<file path="src/rtl/adc_axis_framer.sv">
// adc_axis_framer: cuts the continuous ADC sample stream into frames of a
// runtime-programmable length and marks the last word of each frame with
// TLAST. A two-entry output buffer keeps every output registered and sustains
// one word per cycle. Frame count and a sticky stall flag go to the status word.
//
// Optional feature: define ADC_FRAMER_HEADER_EN to prefix every frame with a
// header word {HEADER_TAG, frameCount}. Without it, frames are data words only.
module adc_axis_framer #(
  parameter int unsigned C_AXIS_TDATA_WIDTH = 32,
  parameter logic [15:0] HEADER_TAG         = 16'hA5A5
) (
  input  logic                            s00_axis_aclk,
  input  logic                            s00_axis_aresetn,
  // sample stream from the ADC
  input  logic                            s00_axis_tvalid,
  output logic                            s00_axis_tready,
  input  logic [C_AXIS_TDATA_WIDTH-1:0]   s00_axis_tdata,
  input  logic [C_AXIS_TDATA_WIDTH/8-1:0] s00_axis_tstrb,
  input  logic                            s00_axis_tlast,
  // framed stream towards the DMA/FIFO
  output logic                            m00_axis_tvalid,
  input  logic                            m00_axis_tready,
  output logic [C_AXIS_TDATA_WIDTH-1:0]   m00_axis_tdata,
  output logic [C_AXIS_TDATA_WIDTH/8-1:0] m00_axis_tstrb,
  output logic                            m00_axis_tlast,
  // PS control / status
  input  logic [3:0]                      control,
  input  logic [15:0]                     frameLength,
  output logic [31:0]                     status
);

  localparam int unsigned DW = C_AXIS_TDATA_WIDTH;
  localparam int unsigned SW = C_AXIS_TDATA_WIDTH / 8;
  localparam int unsigned LW = 16;
  localparam int unsigned CW = 2;

`ifdef ADC_FRAMER_HEADER_EN
  typedef enum logic [1:0] {
    S_IDLE   = 2'd0,
    S_HEADER = 2'd1,
    S_DATA   = 2'd2,
    S_DONE   = 2'd3
  } state_t;
  localparam state_t S_FRAME_START = S_HEADER;
`else
  typedef enum logic [1:0] {
    S_IDLE   = 2'd0,
    S_DATA   = 2'd2,
    S_DONE   = 2'd3
  } state_t;
  localparam state_t S_FRAME_START = S_DATA;
`endif

  logic clk;
  logic rst_n;
  assign clk   = s00_axis_aclk;
  assign rst_n = s00_axis_aresetn;

  logic enable;
  logic clear;
  logic single_shot;
  assign enable      = control[0];
  assign clear       = control[1];
  assign single_shot = control[2];

  state_t state_q, state_nxt;

  logic [LW-1:0] len_q, len_nxt;
  logic [LW-1:0] beat_q, beat_nxt;
  logic [LW-1:0] len_in;
  logic [15:0]   frame_count_q, frame_count_nxt;
  logic          stall_q, stall_nxt;
  logic          busy_q;
  logic          s_tready_q, s_tready_nxt;
  logic          frame_done;

  // output buffer: head entry drives the master port, slot holds the overflow
  logic [CW-1:0] count_q, count_nxt;
  logic [DW-1:0] head_data_q, head_data_nxt;
  logic          head_last_q, head_last_nxt;
  logic [DW-1:0] slot_data_q, slot_data_nxt;
  logic          slot_last_q, slot_last_nxt;
  logic          m_tvalid_q;
  logic [SW-1:0] m_tstrb_q;

  logic          push;
  logic [DW-1:0] push_data;
  logic          push_last;
  logic          pop;
  logic          accept;
  logic          buf_full;

  // zero length is treated as a one-word frame
  assign len_in   = (frameLength == '0) ? LW'(1) : frameLength;
  assign buf_full = (count_q == CW'(2));
  assign accept   = s00_axis_tvalid & s_tready_q;
  assign pop      = m_tvalid_q & m00_axis_tready;

  // state register
  always_ff @(posedge clk or negedge rst_n) begin
    if (!rst_n) begin
      state_q <= S_IDLE;
    end else begin
      state_q <= state_nxt;
    end
  end

  // next-state, frame bookkeeping and buffer push request
  always_comb begin
    state_nxt  = state_q;
    len_nxt    = len_q;
    beat_nxt   = beat_q;
    push       = 1'b0;
    push_data  = s00_axis_tdata;
    push_last  = 1'b0;
    frame_done = 1'b0;
    case (state_q)
      S_IDLE: begin
        if (enable) begin
          len_nxt   = len_in;
          beat_nxt  = '0;
          state_nxt = S_FRAME_START;
        end
      end
`ifdef ADC_FRAMER_HEADER_EN
      S_HEADER: begin
        if (!buf_full) begin
          push      = 1'b1;
          push_data = DW'({HEADER_TAG, frame_count_q});
          state_nxt = S_DATA;
        end
      end
`endif
      S_DATA: begin
        if (accept) begin
          push      = 1'b1;
          push_last = (beat_q == len_q - LW'(1));
          beat_nxt  = beat_q + LW'(1);
          if (push_last) begin
            frame_done = 1'b1;
            if (single_shot) begin
              state_nxt = S_DONE;
            end else if (enable) begin
              len_nxt   = len_in;
              beat_nxt  = '0;
              state_nxt = S_FRAME_START;
            end else begin
              state_nxt = S_IDLE;
            end
          end
        end
      end
      S_DONE: begin
        if (!enable) begin
          state_nxt = S_IDLE;
        end
      end
      default: begin
        state_nxt = S_IDLE;
      end
    endcase
  end

  // counters and sticky flag; clear has priority over increment/set
  always_comb begin
    frame_count_nxt = frame_count_q;
    stall_nxt       = stall_q;
    if (frame_done) begin
      frame_count_nxt = frame_count_q + 16'd1;
    end
    if ((state_q == S_DATA) && s00_axis_tvalid && !s_tready_q) begin
      stall_nxt = 1'b1;
    end
    if (clear) begin
      frame_count_nxt = '0;
      stall_nxt       = 1'b0;
    end
  end

  // two-entry output buffer, order preserving
  always_comb begin
    count_nxt     = count_q;
    head_data_nxt = head_data_q;
    head_last_nxt = head_last_q;
    slot_data_nxt = slot_data_q;
    slot_last_nxt = slot_last_q;
    case ({push, pop})
      2'b10: begin
        if (count_q == CW'(0)) begin
          head_data_nxt = push_data;
          head_last_nxt = push_last;
          count_nxt     = CW'(1);
        end else begin
          slot_data_nxt = push_data;
          slot_last_nxt = push_last;
          count_nxt     = CW'(2);
        end
      end
      2'b01: begin
        if (count_q == CW'(2)) begin
          head_data_nxt = slot_data_q;
          head_last_nxt = slot_last_q;
        end
        count_nxt = count_q - CW'(1);
      end
      2'b11: begin
        if (count_q == CW'(2)) begin
          head_data_nxt = slot_data_q;
          head_last_nxt = slot_last_q;
          slot_data_nxt = push_data;
          slot_last_nxt = push_last;
        end else begin
          head_data_nxt = push_data;
          head_last_nxt = push_last;
        end
      end
      default: begin
        count_nxt = count_q;
      end
    endcase
  end

  // input ready for the coming cycle, derived from next state and occupancy
  always_comb begin
    s_tready_nxt = 1'b1;
    case (state_nxt)
      S_DATA:  s_tready_nxt = (count_nxt != CW'(2));
`ifdef ADC_FRAMER_HEADER_EN
      S_HEADER: s_tready_nxt = 1'b0;
`endif
      default: s_tready_nxt = 1'b1;
    endcase
  end

  // datapath, counter and output registers
  always_ff @(posedge clk or negedge rst_n) begin
    if (!rst_n) begin
      len_q         <= LW'(1);
      beat_q        <= '0;
      frame_count_q <= '0;
      stall_q       <= 1'b0;
      busy_q        <= 1'b0;
      s_tready_q    <= 1'b0;
      count_q       <= '0;
      head_data_q   <= '0;
      head_last_q   <= 1'b0;
      slot_data_q   <= '0;
      slot_last_q   <= 1'b0;
      m_tvalid_q    <= 1'b0;
      m_tstrb_q     <= '0;
    end else begin
      len_q         <= len_nxt;
      beat_q        <= beat_nxt;
      frame_count_q <= frame_count_nxt;
      stall_q       <= stall_nxt;
      busy_q        <= (state_nxt != S_IDLE);
      s_tready_q    <= s_tready_nxt;
      count_q       <= count_nxt;
      head_data_q   <= head_data_nxt;
      head_last_q   <= head_last_nxt;
      slot_data_q   <= slot_data_nxt;
      slot_last_q   <= slot_last_nxt;
      m_tvalid_q    <= (count_nxt != CW'(0));
      m_tstrb_q     <= (count_nxt != CW'(0)) ? {SW{1'b1}} : '0;
    end
  end

  assign s00_axis_tready = s_tready_q;
  assign m00_axis_tvalid = m_tvalid_q;
  assign m00_axis_tdata  = head_data_q;
  assign m00_axis_tlast  = head_last_q & m_tvalid_q;
  assign m00_axis_tstrb  = m_tstrb_q;
  assign status          = {frame_count_q, 14'd0, stall_q, busy_q};

  // inputs that the framer accepts but deliberately ignores
  logic unused_inputs;
  assign unused_inputs = ^{s00_axis_tstrb, s00_axis_tlast, control[3], HEADER_TAG};

endmodule

</file>
<file path="config.mk">
export PLATFORM = sky130hd
export DESIGN_NAME = adc_axis_framer
export DESIGN_NICKNAME = d
export VERILOG_FILES = /design/src/rtl/adc_axis_framer.sv
export SDC_FILE = /design/constraint.sdc
export NUM_CORES = 1
export LEC_CHECK = 0
export ABC_AREA = 1
export BUFFER_PORTS_ARGS = -buffer_cell sky130_fd_sc_hd__buf_2
export CORE_AREA = 2 2 101 128
export CTS_CLUSTER_DIAMETER = 60
export DETAILED_ROUTE_END_ITERATION = 10
export DIE_AREA = 0 0 103 130
export GPL_TIMING_DRIVEN = 0
export PLACE_DENSITY_LB_ADDON = 0.25
export SLEW_MARGIN = 30
export SYNTH_ARGS = -nofsm -noshare
export SYNTH_HDL_FRONTEND = slang
export SYNTH_SLANG_ARGS = --single-unit
</file>
<file path="constraint.sdc">
create_clock -name s00_axis_aclk -period 6.32 [get_ports s00_axis_aclk]
set_clock_uncertainty 0.1 [all_clocks]
set_input_delay 0.948 -clock s00_axis_aclk [delete_from_list [all_inputs] [get_ports s00_axis_aclk]]
set_output_delay 0.948 -clock s00_axis_aclk [all_outputs]
set_load 0.03 [all_outputs]
</file>
==> results.txt <==
Setup Buffers After CTS: 0
Vias in the first global route: 6590
Switch share: 41.9%
Post-CTS Hold Fix Bufs: 0
Outcome: finished, final reports clean
Antenna Cells: 0
Final worst slack: 2.37 ns
Final core occ: 70.9%
Root Driver: clkbuf_16
FFs w/ async S/R, synth: 100%
Initial cell density of the core: 59.3%
EDFF count, synth: 0
Simple logic cell fraction of the synthesized area: 31.9%
Commonest non-fill, non-tap cell in the layout: nand2_1
Compound-gate portion of the synthesized area: 9.60%
Adder-cell share of the synthesized area: 1.54%
Core area: 12300 µm²
Post-synth top area share: 41.4%
Reg clk slew, reported paths: 0.06 ns
Die Wd: 103 µm
Synthesized cell area: 7310 µm²
Data required, critical path: 6.57 ns
Tcrit/Tclk final: 62.4%
Top_reg_cell synth: dfrtp_1
I/O pin cnt: 132
HPWL Detailed: 13.1 mm
Cell chain of the critical path: nor2_1 -> inv_1 -> nor2_1 -> buf_2 -> buf_2 -> inv_1 -> ha_1 -> inv_1 -> nor2_1 -> nor3_1 -> clkbuf_1 -> clkbuf_1 -> o21ai_0 -> inv_1
RSZ-0062 raised after global routing: no
Min Tclk post-route: 3.95 ns
Overall via count from detail_route: 6783
Slew HR: 53.3%
CP Launch Type: register
Row count: 46
Worst hold margin: 0.369 ns
Final hold vios: 0
Global-route wire length before repair: 30.6 mm
Layout cell share with drive strength beyond 1: 17.4%
Setup-failing EPs final: 0
Die Y: 130 µm
CTS sink cnt: 122
Initial DRC count: 324
# H-tree levels: 4
Synth warnings: 0
CP Max Fanout: 11
DRC: 0
Cell taking the most area after synthesis: dfrtp_1
Area Growth Syn to Fin: 19.4%
Critical Path Max Stage Delay: 0.56 ns
Synthesized area per cell: 7.41 µm²
Max-cap violations: 0
Critical path data arrival time: 4.20 ns
Seq pwr share: 35.2%
Main combinational cell family by area after synthesis: simple AND/OR/NAND/NOR gates
Clock Power Share: 27.0%
Logic pwr share: 37.8%
Final Slew Violations: 0
Fmax: 253 MHz
P_sw: 1.44 mW
Most frequent cells in the layout: nand2_1, inv_1, dfrtp_1, buf_2, nand3_1
Worst-skew pair later-pin latency: 0.42 ns
Largest cells by area after synthesis: dfrtp_1, nand2_1, nand3_1, inv_1, o21ai_0
Pleak: 4.69 nW
Post-Route WL: 18.2 mm
Worst Tran Pin Value: 0.698 ns
Crit Path Class: reg2reg
Xor/xnor share of the synthesized area: 3.94%
GP Congestion: 0.931
Most frequent cell on the critical path: inv_1
FF+latch count, synth: 122
PortBufs: 110
GRT Util Overall: 28.9%
Cell variety after synth: 42
Critical-path top delay cell: nor2_1
Hold Path Class: in2async
Power Dens Cells: 395 nW/µm²
Max Buffers Root-to-Sink: 2
Post-Synthesis Cells: 986
DRT antenna net count: 0
Design Power: 3.45 mW
Post-DR wirelength/cell: 13.9 µm
CP endpoint kind: register
Largest net degree at the start of global routing: 72
Sequential cell area fraction in the yosys report: 41.8%
IR Drop Worst-Case VDD: 0.291 mV
Pre-CTS setup slack: 2.38 ns
1st-pass router iterations: 7
Pint: 2.00 mW
CTS tree: done
Setup TNS: 0 ns
Num CTS Buffers: 17
Vias per std cell: 5.18
Gr ovfl total: 0
Die area: 13400 µm²
CTS resizes: 0
Post-synthesis mux area share: 0%
Initial antenna violation count: 0
Fin nets: 1199
==> per-stage QoR <==
step                cells  area (µm²)
floorplan             999        7360
global placement     1277        8120
detailed placement   1278        8160
CTS                  1310        8730
global route         1310        8730
finish               1310        8730
==> synth_stat cells, types with 2 or more instances <==
master    number
a21oi_1        3
a31oi_1        2
buf_1          2
buf_2          6
buf_4         21
buf_6          3
clkbuf_1      28
clkinv_1       3
dfrtp_1      121
ha_1           9
inv_1        125
nand2_1      286
nand2_2        5
nand3_1      100
nand3_4        2
nand3b_1      12
nand4_1       28
nor2_1        44
nor2_2         3
nor2_4         7
nor3_1         7
nor4_1         8
o211ai_1      23
o21ai_0       88
o21bai_1       3
or2_2          2
xnor2_1        8
xor2_1        23
==> flip-flops by register name (all words and copies together), names as in the netlist <==
| name | flops |
|---|---|
| m00_axis_tdata | 32 |
| slot_data_q | 32 |
| beat_q | 16 |
| frame_count_q | 16 |
| len_q | 16 |
| count_q | 2 |
| state_q | 2 |
| busy_q | 1 |
| head_last_q | 1 |
| m00_axis_tstrb | 1 |
| s00_axis_tready | 1 |
| slot_last_q | 1 |
| stall_q | 1 |
==> power by group through the flow <==
stage,combinational (mW),clock [mW],sequential (mW)
after floorplan,0.732,0,1.38
after global placement,1.26,0,1.21
after detailed placement,1.30,0,1.21
after CTS,1.31,0.937,1.21
after global routing,1.46,0.967,1.24
final,1.30,0.929,1.21
==> path summary, 6_finish.rpt <==
check,startpoint,endpoint,slack [ns],cells past startpoint
max,state_q[0],m00_axis_tdata[3],2.37,14
min,s00_axis_aresetn,len_q[11],0.37,1
max reg2reg,state_q[0],m00_axis_tdata[3],2.37,14
min reg2reg,m00_axis_tdata[30],m00_axis_tdata[30],0.38,2
max in group asynchronous,s00_axis_aresetn,m00_axis_tdata[31],5.09,2
min in group s00_axis_aclk,m00_axis_tdata[30],m00_axis_tdata[30],0.38,2
==> area by class of cell <==
cell class	count	area [µm²]
clock inverter	12	116
fill	1033	3590
inverter	129	485
tap	168	210
clock buffer	20	457
sequential	122	3050
multi-input combinational	688	3480
timing repair buffer	111	588
buffer	60	334
==> logic make-up (layout without fill, tap and decap cells) <==
kind of cell / Yosys count / after routing
compound gates: 124 / 124
flops: 122 / 122
other cells: 1 / 14
xor+xnor: 32 / 32
simple gates: 509 / 509
fa+ha+maj: 9 / 9
buf+inv: 189 / 332
==> critical path, delay by kind of cell (launching register included) <==
kind / cells / cell delay [ns]
DFF: 1 / 0.41
adders and majority gates: 1 / 0.22
and+or+nand+nor: 4 / 1.18
buffers and inverters: 8 / 1.78
AOI/OAI and AO/OA: 1 / 0.17
==> per-layer routing <==
metal | routed length, µm | global-route usage (%)
met4 | 530 | 12.1
met2 | 9340 | 49.4
met3 | 869 | 6.05
met5 | 0 | 0
met1 | 7450 | 35.2
Note: power is estimated with default switching activity, not from simulation.
